[src/rtl/branch_sequencer_if.sv]
// Control-transfer bus between the execute stage and the fetch sequencer:
// resolved branch requests flow in, the branch-register redirect flows out.
interface branch_sequencer_if #(
  parameter int ADDR_W = 11
);
  logic              br_valid;
  logic [1:0]        br_type;
  logic              br_cond;
  logic [ADDR_W-1:0] br_target;
  logic [ADDR_W-1:0] br_pc;
  logic              branch_en;
  logic [ADDR_W-1:0] branch_addr;

  modport master (
    output br_valid, br_type, br_cond, br_target, br_pc,
    input  branch_en, branch_addr
  );

  modport slave (
    input  br_valid, br_type, br_cond, br_target, br_pc,
    output branch_en, branch_addr
  );
endinterface

[src/rtl/branch_sequencer.sv]
// MINI-RISC fetch sequencer: owns the PC, redirects on taken control transfers,
// squashes wrong-path fetches for a fixed count and keeps a small return stack.
module branch_sequencer #(
  parameter int          ADDR_W       = 11,
  parameter int          FLUSH_CYCLES = 2,
  parameter int          RAS_DEPTH    = 4,
  parameter logic [ADDR_W-1:0] RESET_PC = '0
) (
  input  logic              clk,
  input  logic              reset,
  input  logic              stall,
  input  logic              halt_req,
  branch_sequencer_if.slave bus,
  output logic [ADDR_W-1:0] pc,
  output logic              flush,
  output logic              halted,
  output logic              ras_overflow,
  output logic              ras_underflow
);

  localparam logic [1:0] BR_JMP  = 2'b00;
  localparam logic [1:0] BR_COND = 2'b01;
  localparam logic [1:0] BR_CALL = 2'b10;
  localparam logic [1:0] BR_RET  = 2'b11;

  localparam int FC_W   = $clog2(FLUSH_CYCLES + 1);
  localparam int RAS_AW = (RAS_DEPTH > 1) ? $clog2(RAS_DEPTH) : 1;

  typedef enum logic [1:0] {
    RUN   = 2'd0,
    FLUSH = 2'd1,
    HALT  = 2'd2
  } state_t;

  function automatic logic [ADDR_W-1:0] addr_inc(input logic [ADDR_W-1:0] a);
    return a + ADDR_W'(1);
  endfunction

  function automatic logic is_taken(input logic v, input logic [1:0] t,
                                    input logic c);
    return v && ((t != BR_COND) || c);
  endfunction

  state_t            state;
  logic [FC_W-1:0]   flush_cnt;
  logic              branch_en_r;
  logic [ADDR_W-1:0] branch_addr_r;

  logic [ADDR_W-1:0] ras [RAS_DEPTH];
  logic [RAS_AW:0]   ras_sp;

  logic              accept;
  logic              taken;
  logic              is_call;
  logic              is_ret;
  logic              ras_empty;
  logic              ras_full;
  logic [RAS_AW:0]   ras_sp_m1;
  logic [ADDR_W-1:0] target;

  always_comb begin
    accept    = (state == RUN) && !stall;
    taken     = is_taken(bus.br_valid, bus.br_type, bus.br_cond);
    is_call   = (bus.br_type == BR_CALL);
    is_ret    = (bus.br_type == BR_RET);
    ras_empty = (ras_sp == '0);
    ras_full  = (ras_sp == (RAS_AW+1)'(RAS_DEPTH));
    ras_sp_m1 = ras_sp - (RAS_AW+1)'(1);
    target    = bus.br_target;
    // A RET only falls back to br_target when nothing was pushed to return to.
    if (is_ret && !ras_empty)
      target = ras[ras_sp_m1[RAS_AW-1:0]];
  end

  always_ff @(posedge clk) begin
    if (reset) begin
      state         <= RUN;
      pc            <= RESET_PC;
      flush_cnt     <= '0;
      branch_en_r   <= 1'b0;
      branch_addr_r <= '0;
      flush         <= 1'b0;
      halted        <= 1'b0;
      ras_sp        <= '0;
      ras_overflow  <= 1'b0;
      ras_underflow <= 1'b0;
    end else begin
      branch_en_r <= 1'b0;
      unique case (state)
        RUN: begin
          if (accept) begin
            if (taken) begin
              pc            <= target;
              branch_addr_r <= target;
              branch_en_r   <= 1'b1;
              flush         <= 1'b1;
              flush_cnt     <= FC_W'(FLUSH_CYCLES - 1);
              state         <= (FLUSH_CYCLES == 1) ? RUN : FLUSH;
              if (is_call) begin
                if (ras_full) begin
                  ras_overflow <= 1'b1;
                end else begin
                  ras[ras_sp[RAS_AW-1:0]] <= addr_inc(bus.br_pc);
                  ras_sp                  <= ras_sp + (RAS_AW+1)'(1);
                end
              end else if (is_ret) begin
                if (ras_empty)
                  ras_underflow <= 1'b1;
                else
                  ras_sp <= ras_sp_m1;
              end
            end else if (halt_req) begin
              state  <= HALT;
              halted <= 1'b1;
              flush  <= 1'b0;
            end else begin
              pc    <= addr_inc(pc);
              flush <= 1'b0;
            end
          end
        end
        // Wrong-path requests arrive here, so br_valid and halt_req are ignored.
        FLUSH: begin
          if (!stall) begin
            pc <= addr_inc(pc);
            if (flush_cnt == '0) begin
              flush <= 1'b0;
              state <= RUN;
            end else begin
              flush_cnt <= flush_cnt - FC_W'(1);
            end
          end
        end
        HALT: begin
          halted <= 1'b1;
        end
        default: begin
          state <= RUN;
        end
      endcase
    end
  end

  assign bus.branch_en   = branch_en_r;
  assign bus.branch_addr = branch_addr_r;

endmodule

[src/flat_wrapper.sv]
// flat-port wrapper written by rule: the top's interface ports become plain ports
module branch_sequencer_flat 
#(
  parameter int          ADDR_W       = 11,
  parameter int          FLUSH_CYCLES = 2,
  parameter int          RAS_DEPTH    = 4,
  parameter logic [ADDR_W-1:0] RESET_PC = '0
)
  (clk, reset, stall, halt_req, pc, flush, halted, ras_overflow, ras_underflow, bus_br_valid, bus_br_type, bus_br_cond, bus_br_target, bus_br_pc, bus_branch_en, bus_branch_addr);
  branch_sequencer_if #(.ADDR_W(ADDR_W)) bus_i ();
  input  logic clk;
  input  logic reset;
  input  logic stall;
  input  logic halt_req;
  output logic [ADDR_W-1:0] pc;
  output logic flush;
  output logic halted;
  output logic ras_overflow;
  output logic ras_underflow;
  input wire logic [$bits(bus_i.br_valid)-1:0] bus_br_valid;
  input wire logic [$bits(bus_i.br_type)-1:0] bus_br_type;
  input wire logic [$bits(bus_i.br_cond)-1:0] bus_br_cond;
  input wire logic [$bits(bus_i.br_target)-1:0] bus_br_target;
  input wire logic [$bits(bus_i.br_pc)-1:0] bus_br_pc;
  output wire logic [$bits(bus_i.branch_en)-1:0] bus_branch_en;
  output wire logic [$bits(bus_i.branch_addr)-1:0] bus_branch_addr;
  assign bus_i.br_valid = bus_br_valid;
  assign bus_i.br_type = bus_br_type;
  assign bus_i.br_cond = bus_br_cond;
  assign bus_i.br_target = bus_br_target;
  assign bus_i.br_pc = bus_br_pc;
  assign bus_branch_en = bus_i.branch_en;
  assign bus_branch_addr = bus_i.branch_addr;
  branch_sequencer #(.ADDR_W(ADDR_W), .FLUSH_CYCLES(FLUSH_CYCLES), .RAS_DEPTH(RAS_DEPTH), .RESET_PC(RESET_PC)) u_core (.clk(clk), .reset(reset), .stall(stall), .halt_req(halt_req), .bus(bus_i), .pc(pc), .flush(flush), .halted(halted), .ras_overflow(ras_overflow), .ras_underflow(ras_underflow));
endmodule
[config.mk]
export PLATFORM = sky130hd
export DESIGN_NAME = branch_sequencer_flat
export DESIGN_NICKNAME = d
export VERILOG_FILES = /design/src/rtl/branch_sequencer_if.sv /design/src/rtl/branch_sequencer.sv /design/src/flat_wrapper.sv
export SDC_FILE = /design/constraint.sdc
export NUM_CORES = 1
export LEC_CHECK = 0
export CORE_MARGIN = 2
export CORE_UTILIZATION = 40
export CTS_CLUSTER_SIZE = 25
export DETAILED_ROUTE_END_ITERATION = 12
export MAX_ROUTING_LAYER = met4
export PLACE_DENSITY_LB_ADDON = 0.08
export SYNTH_ARGS = -nofsm -noshare
export SYNTH_HDL_FRONTEND = slang
export SYNTH_SLANG_ARGS = --single-unit
[constraint.sdc]
create_clock -name clk -period 2.25 [get_ports clk]
set_clock_uncertainty 0.2 [all_clocks]
set_input_delay 0.675 -clock clk [delete_from_list [all_inputs] [get_ports clk]]
set_output_delay 0.675 -clock clk [all_outputs]
set_load 0.1 [all_outputs]
Word level (Yosys, flattened, before mapping)
Memories as Yosys holds them, arrays and structs flattened. Cells that the tools add are included.

Reduce and logical (&&, ||, !) cells: 22. Mux-type cells: 37. Eq/ne operators: 17. $add $sub $neg: 5. Bitwise operators: 4.

Operator list (count): $mux 11 (5); $add 11x1->11 const B (2); $pmux 11 s2 (1); $mux 2 (9); $reduce_and 5->1 (3); $mux 1 (14); $mux 3 (4); $reduce_and 4->1 (3); $reduce_and 6->1 (2); $ne 2x1->1 const B (5); $ne 2x2->1 const B (5); $eq 2x2->1 const B (3); $ne 3x2->1 const B (2); $pmux 2 s3 (1); $reduce_bool 2->1 (3); $logic_not 2->1 (2); $not 1->1 (4); $pmux 1 s2 (2); $pmux 2 s2 (1); $add 3x1->3 const B (1); $eq 3x3->1 const B (1); $logic_and 1x1->1 (3); $logic_not 3->1 (1); $reduce_and 3->1 (1); 6 further kinds (7).

Output and inout bits: 27. Register bits after elaboration: 34. Logic and storage cells: 96. Input port bits: 30. RAM bits: 44. Memories: 1.

Memories: u_core.ras (words 4, width 11, rd ports 1, clocked after memory_dff 0, wr ports 1, line branch_sequencer.sv:49) `logic [ADDR_W-1:0] ras [RAS_DEPTH];`.

Logic depth before layout (Yosys ltp)
Word-level depth: 8. Gate-level depth with buffers: 9. Gate-level depth less buffers: 7.

Worst setup path after synthesis
OpenSTA, ideal clock, no wires.

Path kind: flip-flop to flip-flop. Start point: reg u_core.pc[0]. End point: reg u_core.pc[10]. Stages on the path, launching flop included: 7. Period minus slack after synthesis: 2.513 ns. Setup slack: -0.263 ns. Arrival time: 2.238 ns. Path buffers: 0. Setup time: 0.075 ns. Required time: 1.975 ns. Cells stage by stage: dfxtp_1 ha_1 and4_1 and2_2 nand3_1 or3_1 a31oi_1.

Cells in the longest elaborated chain, start to end: 5. Elaborated cells between the ends (all ways): 6. Classes of those cells: add/sub (1); mux (5).

RTL lines: start: declaration (line branch_sequencer.sv:14) `output logic [ADDR_W-1:0] pc,`; start signal: assignment (line branch_sequencer.sv:93) `pc <= target;`; start signal: assignment (line branch_sequencer.sv:117) `pc <= addr_inc(pc);`; start signal: assignment (line branch_sequencer.sv:125) `pc <= addr_inc(pc);`; $add 11x1->11 * (line branch_sequencer.sv:36) `return a + ADDR_W'(1);`; $mux 11 (line branch_sequencer.sv:112) `end else if (halt_req) begin`; $mux 11 (line branch_sequencer.sv:92) `if (taken) begin`; $mux 11 (line branch_sequencer.sv:91) `if (accept) begin`; $pmux 11 s2 * (line branch_sequencer.sv:89) `unique case (state)`.

Mark *: on every way between the ends. The rest lies on a longest branch, timed or not. The select of a mux whose other input is x is not followed. A chain may end at the register's enable or synchronous reset.

Worst setup path in the final report
Start point: in bus_br_cond. End point: reg u_core.pc[8].

Cells in the longest elaborated chain, start to end: 5. Elaborated cells between the ends (all ways): 7. Classes of those cells: eq/ne (1); mux (3); reduce/logical (3).

RTL lines: start: declaration (line flat_wrapper.sv:22) `input wire logic [$bits(bus_i.br_cond)-1:0] bus_br_cond;`; $logic_or 1x1->1 * (line branch_sequencer.sv:41) `return v && ((t != BR_COND) || c);`; $logic_and 1x1->1 * (line branch_sequencer.sv:41); $mux 11 (line branch_sequencer.sv:92); $mux 11 (line branch_sequencer.sv:91); $pmux 11 s2 (line branch_sequencer.sv:89).

Marked as above.

==> results.py <==
metrics = {
    "status": {
        "outcome": "finished clean",
    },
    "grt": {
        "grt_pass1_vias": 2673,
        "grt_pass1_wl_um": 13400,
        "grt_max_degree": 26,
        "grt_usage": 0.181,
        "grt_overflow": 0,
        "antenna_found_initial": 0,
    },
    "critical_path": {
        "cp-startpoint": "bus_br_cond",
        "path_buf_inv": 4,
        "cp_slowest_cell": "or3b_4",
        "critPathRequiredTime_ps": 2320,
        "path_cells": "dlygate4sd2_1, or3b_4, buf_12, buf_4, a22o_4, buf_4, o21ai_1, a21oi_1, o21ai_1",
        "crit_type": "in2reg",
        "crit_path_end_kind": "flop",
        "arrival_ps": 2260,
        "crit_family": "buffers and inverters",
        "start_kind": "input port",
        "slowest_delay_ps": 410,
        "path_max_fanout": 6,
        "r2r_start": "u_core.ras_sp[0]",
    },
    "final_layout": {
        "area_growth_pct": 42.7,
        "diodes": 0,
        "nFillCells": 743,
        "fin_area_um2": 5180,
        "nNetsFinal": 435,
        "utilization": 0.592,
        "layout-drive-gt1-share": 0.346,
    },
    "pwr": {
        "p_seq_frac": 0.483,
        "p_switching_mw": 1.02,
        "p_sw_frac": 0.307,
        "p_int_mw": 2.30,
        "irDropWorstVdd_mv": 0.388,
        "p_leak_nw": 1.90,
        "clkPwrFrac": 0.282,
        "p_comb_frac": 0.235,
        "pwr_density_cell_nw_per_um2": 640,
        "p_total_mw": 3.32,
    },
    "floorplan": {
        "dieHeight_um": 99.3,
        "dieArea_um2": 9870,
        "placement_rows": 34,
        "die_width_um": 99.3,
        "start_util": 0.415,
        "core_um2": 8760,
        "io_pins": 57,
    },
    "routing": {
        "routedWlPerCell_um": 16.1,
        "first_iter_violations": 86,
        "top_layer": "met4",
        "wl_met2_um": 4090,
        "dr_wl_met3_um": 325,
        "routed_wl_um": 8190,
        "ant_nets": 0,
        "drc": 0,
        "vias_per_cell": 5.15,
        "drt-met1-wl_um": 3670,
        "first_pass_iters": 4,
        "via_count": 2625,
    },
    "timing": {
        "maxSlewHeadroom": 0.724,
        "fin_setup_tns_ps": 0,
        "hold_viol": 0,
        "setup_violations": 0,
        "whs_ps": 288,
        "fmax_ghz": 0.456,
        "period_share": 0.975,
        "drv_slew": 0,
        "fin_crit_ps": 2190,
        "tightest_slew_ps": 413,
    },
    "place": {
        "place_hpwl_um": 5990,
        "portBuffers": 56,
        "gp_congestion": 0.866,
        "placed_area_um2": 4900,
    },
    "job": {
        "max-cap-violations": 0,
    },
    "min_path": {
        "hold_path.class": "reg2reg",
        "min_from": "u_core.halted",
    },
    "synth": {
        "yosysSeqAreaShare": 0.551,
        "async_flop_share": 0,
        "netlist_instances": 296,
        "netlist_area_um2": 3630,
        "yosysUniqueCellTypes": 58,
        "ys_warn_count": 0,
        "avgSynthCellArea_um2": 12.3,
        "ys.flop_type": "edfxtp_1",
        "synth_nets": 334,
        "ys_ff_latch": 78,
        "synth_edf_count": 44,
    },
    "cts": {
        "cts.clk_slew.worst_paths_ps": 80,
        "root_buffer": "clkbuf_8",
        "worstSkewPairLatency_ps": 350,
        "cts_tree": "yes",
        "htreeDepth": 3,
        "numCtsBuffers": 9,
        "postCtsHoldBufs": 0,
        "clock-sinks": 78,
        "cts_buffer_depth": 2,
    },
}
## power by group through the flow
| stage | registers [mW] | clock network [mW] | logic, mW |
|---|---|---|---|
| CTS | 1.60 | 0.964 | 0.777 |
| floorplan | 1.84 | 0 | 0.231 |
| global route | 1.61 | 1.03 | 0.821 |
| global placement | 1.64 | 0 | 0.754 |
| finish | 1.60 | 0.936 | 0.779 |
| detailed placement | 1.64 | 0 | 0.757 |
## worst paths after layout
| check | end | cells past startpoint | slack (ps) |
|---|---|---|---|
| setup reg to reg | u_core.pc[5] | 7 | 170 |
| setup / recovery | u_core.pc[8] | 9 | 60 |
| hold / removal | u_core.halted | 2 | 290 |
| hold reg to reg | u_core.halted | 2 | 290 |
## tightest hold or removal path, delay by kind of cell (launching register included)
kind / cells / cell delay, ps
flip-flops: 1 / 340
buffers and inverters: 1 / 60
AO/OA/AOI/OAI: 1 / 50
## Yosys cell counts, types with 2 or more instances
cell type  number  share of area
a31oi_1         7          0.012
a21oi_1        14          0.019
xor2_1          5          0.012
edfxtp_1       44           0.36
mux4_2         11          0.068
o211a_1         2         0.0055
xnor2_1         8          0.019
nand3b_1        3         0.0062
nor2_4          2         0.0062
mux2_2          9          0.028
o21ai_1         5         0.0069
buf_2           3         0.0041
o21a_1          2         0.0041
nand2_1        22          0.023
nand3_1         9          0.012
o21ai_0         9          0.012
and2b_2         3         0.0072
inv_1           7         0.0072
a22oi_1         3         0.0062
and2_2          3         0.0062
nor2b_1         4         0.0069
clkbuf_1        6         0.0062
or3_1           2         0.0034
mux2i_1         3         0.0083
nor2_1         26          0.027
or4b_1          2         0.0055
and2_1          5         0.0086
ha_1            8          0.028
dfxtp_1        34           0.19
and3_1          4         0.0069
nor3_1          4         0.0055
## cells in the final DEF, fill, tap and decap left out, types with 3 or more instances in the layout
cell type / instances
edfxtp_1: 44
buf_4: 37
buf_12: 31
nor2_1: 26
dfxtp_1: 26
clkdlybuf4s50_1: 24
nand2_1: 22
a21oi_1: 14
mux4_2: 11
nand3_1: 9
o21ai_0: 9
mux2_2: 9
clkbuf_8: 9
ha_1: 8
inv_1: 7
a31oi_1: 7
dfxtp_2: 7
xnor2_1: 6
o21ai_1: 5
and3_1: 4
xor2_1: 4
and2_4: 4
nor2b_1: 4
nor3_1: 4
dlygate4sd2_1: 4
and2b_2: 3
and2_2: 3
nand3b_1: 3
mux2i_1: 3
a22oi_1: 3
inv_6: 3
buf_6: 3
## metrics by stage
stage          setup slack (ps)  instances
2_1_floorplan              9.16        296
4_1_cts                    23.7        509
3_3_place_gp               -507        489
6_report                   57.1        510
5_1_grt                   -5.98        510
3_5_place_dp               -536        489
## flip-flops by register name, summed over array words and instances (netlist names)
| signal | flops |
|---|---|
| u_core.ras | 44 |
| u_core.bus.branch_addr | 11 |
| u_core.pc | 11 |
| u_core.ras_sp | 3 |
| u_core.flush_cnt | 2 |
| u_core.state | 2 |
| u_core.bus.branch_en | 1 |
| u_core.flush | 1 |
| u_core.halted | 1 |
| u_core.ras_overflow | 1 |
| u_core.ras_underflow | 1 |
## kinds of logic (layout without fill, tap and decap cells)
group | Yosys count | count (layout) | synth area share
AO/OA/AOI/OAI | 54 | 54 | 0.106
XOR/XNOR | 13 | 13 | 0.0313
adder cells (fa/ha/maj) | 8 | 8 | 0.0275
buffers and inverters | 18 | 123 | 0.0227
flip-flops | 78 | 78 | 0.551
multiplexers | 23 | 23 | 0.104
AND/OR/NAND/NOR | 102 | 103 | 0.157
## what timing repair did
item                       CTS  global route
setup buffers                3             1
pin swaps                   10             1
resized for setup           15             5
gates cloned                 1             0
setup endpoints to repair   62            16
## area by class of cell
type | instances | area (um2) | area share
Clock buffer | 10 | 128 | 0.0246
Timing Repair Buffer | 100 | 1220 | 0.235
Clock inverter | 6 | 43.8 | 0.00845
Sequential cell | 78 | 2010 | 0.389
Inverter | 7 | 26.3 | 0.00507
Multi-Input combinational cell | 201 | 1620 | 0.312
Tap cell | 108 | 135 | 0.0261
## layer usage
layer | global-route usage | vias up
met4 | 0.0569 | 0
met1 | 0.221 | 1246
met5 | - | -
li1 | - | 1306
met3 | 0.0316 | 10
met2 | 0.308 | 63
Note: power is estimated with default switching activity, not from simulation.
